`src/rtl/huffman_packer.sv`:
```
// huffman_packer: run-time programmable Huffman coder that packs variable-length
// codes MSB-first into OUT_W-bit words, with a flush that drains a zero-padded
// final word marked by m_last.
// Optional build macro HUFF_BITCNT_EN adds a saturating 32-bit total_bits output
// counting the code bits of every accepted, programmed symbol.
module huffman_packer #(
    parameter int SYM_W   = 7,
    parameter int MAX_LEN = 10,
    parameter int OUT_W   = 16,
    parameter int LEN_W   = $clog2(MAX_LEN + 1)
) (
    input  logic               clk,
    input  logic               reset,
    input  logic               tbl_we,
    input  logic [SYM_W-1:0]   tbl_addr,
    input  logic [MAX_LEN-1:0] tbl_code,
    input  logic [LEN_W-1:0]   tbl_len,
    input  logic               s_valid,
    output logic               s_ready,
    input  logic [SYM_W-1:0]   s_sym,
    input  logic               flush,
    output logic               m_valid,
    input  logic               m_ready,
    output logic [OUT_W-1:0]   m_data,
    output logic               m_last,
    output logic               flush_done,
    output logic               err
`ifdef HUFF_BITCNT_EN
    ,
    output logic [31:0]        total_bits
`endif
);

    localparam int DEPTH = 1 << SYM_W;
    localparam int ACC_W = OUT_W + MAX_LEN;
    localparam int CNT_W = $clog2(ACC_W + 1);

    typedef enum logic {RUN, DRAIN} state_t;

    logic [MAX_LEN-1:0] code_q [DEPTH];
    logic [LEN_W-1:0]   len_q  [DEPTH];

    state_t             state_q, state_d;
    logic [ACC_W-1:0]   acc_q, acc_d;
    logic [CNT_W-1:0]   cnt_q, cnt_d;
    logic               m_valid_q;
    logic [OUT_W-1:0]   m_data_q;
    logic               m_last_q;
    logic               done_q, done_d;
    logic               err_q;

    logic [MAX_LEN-1:0] lk_code;
    logic [LEN_W-1:0]   lk_len;
    logic [ACC_W-1:0]   code_ext;
    logic [CNT_W-1:0]   shamt;
    logic               accept, sym_ok, sym_drop, tbl_bad;
    logic               can_emit, drain_last, emit;

    // Lookup reads the registered table, so a same-cycle write is seen only by later accepts.
    assign lk_code    = code_q[s_sym];
    assign lk_len     = len_q[s_sym];
    assign s_ready    = (state_q == RUN) && (cnt_q < CNT_W'(OUT_W));
    assign accept     = s_valid && s_ready;
    assign sym_ok     = accept && (lk_len != '0);
    assign sym_drop   = accept && (lk_len == '0);
    assign tbl_bad    = tbl_we && (tbl_len > LEN_W'(MAX_LEN));
    assign can_emit   = !m_valid_q || m_ready;
    assign drain_last = (state_q == DRAIN) && (cnt_q <= CNT_W'(OUT_W));
    assign emit       = can_emit && ((cnt_q >= CNT_W'(OUT_W)) || drain_last);
    assign code_ext   = ACC_W'(lk_code) & ((ACC_W'(1) << lk_len) - ACC_W'(1));
    assign shamt      = CNT_W'(ACC_W) - cnt_q - CNT_W'(lk_len);

    assign m_valid    = m_valid_q;
    assign m_data     = m_data_q;
    assign m_last     = m_last_q;
    assign flush_done = done_q;
    assign err        = err_q;

    // Next accumulator, bit count and drain state; accept and emit never coincide.
    always_comb begin
        acc_d   = acc_q;
        cnt_d   = cnt_q;
        state_d = state_q;
        done_d  = 1'b0;
        if (sym_ok) begin
            acc_d = acc_q | (code_ext << shamt);
            cnt_d = cnt_q + CNT_W'(lk_len);
        end
        if (emit) begin
            if (drain_last) begin
                acc_d   = '0;
                cnt_d   = '0;
                state_d = RUN;
                done_d  = 1'b1;
            end else begin
                acc_d = acc_q << OUT_W;
                cnt_d = cnt_q - CNT_W'(OUT_W);
            end
        end
        if ((state_q == RUN) && flush) begin
            if (cnt_d == '0) done_d  = 1'b1;
            else             state_d = DRAIN;
        end
    end

    // Code table: cleared on reset, over-long writes rejected.
    always_ff @(posedge clk or posedge reset) begin
        if (reset) begin
            for (int i = 0; i < DEPTH; i++) begin
                code_q[i] <= '0;
                len_q[i]  <= '0;
            end
        end else if (tbl_we && !tbl_bad) begin
            code_q[tbl_addr] <= tbl_code;
            len_q[tbl_addr]  <= tbl_len;
        end
    end

    // Packer FSM with registered output word, last/done flags and sticky error.
    always_ff @(posedge clk or posedge reset) begin
        if (reset) begin
            state_q   <= RUN;
            acc_q     <= '0;
            cnt_q     <= '0;
            m_valid_q <= 1'b0;
            m_data_q  <= '0;
            m_last_q  <= 1'b0;
            done_q    <= 1'b0;
            err_q     <= 1'b0;
        end else begin
            state_q <= state_d;
            acc_q   <= acc_d;
            cnt_q   <= cnt_d;
            done_q  <= done_d;
            if (emit) begin
                m_valid_q <= 1'b1;
                m_data_q  <= acc_q[ACC_W-1 -: OUT_W];
                m_last_q  <= drain_last;
            end else if (m_ready) begin
                m_valid_q <= 1'b0;
            end
            if (sym_drop || tbl_bad) err_q <= 1'b1;
        end
    end

`ifdef HUFF_BITCNT_EN
    logic [31:0] total_q;
    logic [32:0] total_sum;

    assign total_sum  = {1'b0, total_q} + 33'(lk_len);
    assign total_bits = total_q;

    // Saturating count of packed code bits.
    always_ff @(posedge clk or posedge reset) begin
        if (reset)       total_q <= '0;
        else if (sym_ok) total_q <= total_sum[32] ? 32'hFFFF_FFFF : total_sum[31:0];
    end
`endif

endmodule

```
`config.mk`:
```
export PLATFORM = sky130hd
export DESIGN_NAME = huffman_packer
export DESIGN_NICKNAME = d
export VERILOG_FILES = /design/src/rtl/huffman_packer.sv
export SDC_FILE = /design/constraint.sdc
export NUM_CORES = 2
export LEC_CHECK = 0
export ABC_AREA = 1
export BUFFER_PORTS_ARGS = -buffer_cell sky130_fd_sc_hd__buf_4
export CORE_UTILIZATION = 30
export CTS_BUF_LIST = sky130_fd_sc_hd__clkbuf_2 sky130_fd_sc_hd__clkbuf_4 sky130_fd_sc_hd__clkbuf_8
export DETAILED_ROUTE_END_ITERATION = 10
export SLEW_MARGIN = 5
export SYNTH_ARGS = -nofsm -noshare
export SYNTH_HDL_FRONTEND = slang
export SYNTH_SLANG_ARGS = --single-unit
```
`constraint.sdc`:
```
create_clock -name clk -period 90 [get_ports clk]
set_input_delay 18 -clock clk [delete_from_list [all_inputs] [get_ports clk]]
set_output_delay 18 -clock clk [all_outputs]
set_load 0.01 [all_outputs]
```
==> results_dict.tcl <==
set metrics [dict create \
    status "finished, final reports clean" \
    clockBufferDepth 4 \
    cts.clk_slew.worst_paths_ps 60 \
    place_hpwl_microns 152000 \
    root_buffer "clkbuf_8" \
    rows 193 \
    ys_top_cells_by_area "dfrtp_1, o21ai_0, nand2_1" \
    track_usage_pct 19.1 \
    cts.sink_count 1844 \
    fillers 29000 \
    die_h_microns 529 \
    syn2layout_area_growth_pct 10.9 \
    io_buffers 54 \
    core_area_sq_mm 0.276 \
    crit_fanout 138 \
    yosys_warnings 0 \
    netlist.area_leader.share_pct 55.4 \
    cts_made_buffers 320 \
    syn-num-nets 10100 \
    max_stage_delay_ps 830 \
    post-cts-setup-buffers 0 \
    worstMarginPinSlew_ps 1250 \
    path_common_cell "nand2_1" \
    yosysSeqAreaShare_pct 55.4 \
    die_area_sq_mm 0.280 \
    crit_family "buffers and inverters" \
    io_pins 55 \
    reg2reg_depth 22 \
    first_pass_iters 6 \
    p_per_area_mw_per_mm2 21.8 \
    maxSlewHeadroom_pct 15.9 \
    overflow 0 \
    cpMaxStageDelayCell "buf_4" \
    synth-adder-area-share_pct 0.228 \
    fin_crit_ps 24170 \
    antenna_found_initial 14 \
    yosysTopAreaCell "dfrtp_1" \
    drt_iter0_drc 7601 \
    wl_microns 271000 \
    synthSimpleGateAreaFrac_pct 21.1 \
    ant_nets 0 \
    synth_top_family_by_area "simple AND/OR/NAND/NOR gates" \
    htreeDepth 5 \
    synth_area_sq_mm 0.0834 \
    grt_max_degree 174 \
    cts_tree "done" \
    grt_pass1_vias 67000 \
    startpoint_type "primary input" \
    fmax_mhz 41.4 \
    hold_slack_ps 476 \
    hold_buffers 0 \
    yosys.area_share.xor_xnor_pct 0.0525 \
    drv_slew 0 \
    hold_class "flip-flop to flip-flop" \
    total_power_mw 2.02 \
    final_util_pct 33.4 \
    routed-via-count 71100 \
    setup_viol 0 \
    routedWlPerCell_microns 19.8 \
    grt_setup_unrepaired "false" \
    synth-compound-area-share_pct 18.4 \
    placed_area_sq_mm 0.0859 \
    crit_path_end_kind "flip-flop" \
    synth_cell_types 47 \
    path_depth 27 \
    peakVddDrop_mv 0.0154 \
    cts_resized 0 \
    cp.required_ps 90970 \
    dieWidth_microns 529 \
    worstPathArrival_ps 25140 \
    ys_seq_elements 1844 \
    place.gp.congestion 0.874 \
    start_util_pct 30.1 \
    maxCapViolCount 0 \
    vias_per_cell 5.21 \
    crit_type "primary input to flip-flop" \
    drive_above_1_share_pct 7.79 \
    crit_buf_inv 8 \
    p_leak_nw 40.6 \
    synth_cells 10100 \
    post-route-period-util_pct 26.9 \
    muxShareOfSynthArea_pct 0 \
    syn_area_per_cell_sq_um 8.28 \
    drc 0 \
    worst_clock_skew_ps 103 \
    nets 9761 \
    worstSkewPairLatency_ps 1060 \
    grt_pass1_wl_microns 420000 \
    fin_area_sq_mm 0.0924 \
    hold_viol 0 \
    whs_path_depth 2 \
    setup_tns_ps 0 \
]
[synthesized netlist by cell type (all sizes together)]
cell type  number
dfrtp        1844
nand3         765
a31oi           3
a21oi          91
xor2            2
o21ai        2427
xnor2           3
o21bai          3
o31ai          12
a311o           1
nor2          708
nand2        2852
nor4            6
inv            67
a2bb2oi         1
a32o            4
ha             12
o22ai         135
a31o            1
clkinv         14
o211ai         38
o41ai           1
o21a           10
nand4          27
clkbuf        641
o221ai        149
buf           230
nand3b          2
or2             5
and2            1
fa              2
nor3           13
a22o            2
[placed cells by master, fill, tap and decap left out, drive strengths merged, types with 3 or more instances in the layout]
cell      netlist  layout
o21a           10      10
ha             12      12
o22ai         135     135
nor4            6       6
xnor2           3       3
a31oi           3       3
o21bai          3       3
nand2        2852    2852
a32o            4       4
inv            67      77
o31ai          12      12
clkinvlp        0       5
a21oi          91      91
diode           0      13
o21ai        2427    2427
nand3         765     765
nor3           13      13
clkinv         14      31
or2             5       5
buf           230     190
nor2          708     708
clkbuf        641     505
o211ai         38      38
nand4          27      27
o221ai        149     149
dfrtp        1844    1844
[layer usage]
metal	track usage, %	routed length, microns	vias up
met5	0	0	-
met3	3.10	18300	505
met2	29.4	121000	2475
li1	-	-	33200
met4	7.03	9020	0
met1	26.9	122000	34900
[worst paths after layout]
| path | endpoint | slack [ps] | start |
|---|---|---|---|
| min | code_q[184]$_DFFE_PP0P_ | 480 | code_q[184]$_DFFE_PP0P_ |
| min in group asynchronous | len_q[488]$_DFFE_PP0P_ | 17120 | reset |
| max in group asynchronous | code_q[601]$_DFFE_PP0P_ | 69060 | reset |
| max reg2reg | acc_q[10]$_DFFE_PP0P_ | 85090 | len_q[467]$_DFFE_PP0P_ |
| min reg2reg | code_q[184]$_DFFE_PP0P_ | 480 | code_q[184]$_DFFE_PP0P_ |
| max | acc_q[10]$_DFFE_PP0P_ | 65830 | s_sym[0] |
[stage by stage]
step,setup WS (ps),cells
4_1_cts,66060,13600
6_report,65830,13600
5_1_grt,65490,13600
2_1_floorplan,19930,10100
3_3_place_gp,64900,13100
3_5_place_dp,64930,13100
[logic make-up (layout without fill, tap and decap cells)]
family	count (synthesis)	in the layout
AO/OA/AOI/OAI	2878	2878
XOR/XNOR	5	5
adder cells (fa/ha/maj)	14	14
buffers and inverters	952	808
flip-flops	1844	1844
other	0	13
AND/OR/NAND/NOR	4379	4379
[where the power goes]
part           internal (mW)  switching [mW]
Sequential             0.890          0.0332
Clock                  0.441           0.352
Combinational         0.0900           0.211
[tightest hold or removal path, delay by kind of cell (launching register included)]
| family | cells | cell delay (ps) |
|---|---|---|
| compound gates | 1 | 60 |
| flops | 1 | 330 |
| simple gates | 1 | 50 |
[layout make-up]
| class | instances | area, sq um | share of cell area (%) |
|---|---|---|---|
| clock buffer | 505 | 6300 | 6.82 |
| antenna | 13 | 32.5 | 0.0352 |
| timing repair buffer | 190 | 1570 | 1.70 |
| multi-input combinational | 7276 | 33200 | 35.9 |
| clock inverter | 32 | 180 | 0.195 |
| sequential | 1844 | 46100 | 49.9 |
| inverter | 81 | 388 | 0.420 |
| tap | 3705 | 4640 | 5.02 |
[flip-flops by register name (all words and copies together) (netlist names)]
signal,count
m_data,16
m_last,1
cnt_q,5
err,1
code_q,1280
state_q,1
m_valid,1
flush_done,1
acc_q,26
len_q,512
No activity file was read; power rests on OpenSTA's default activity.
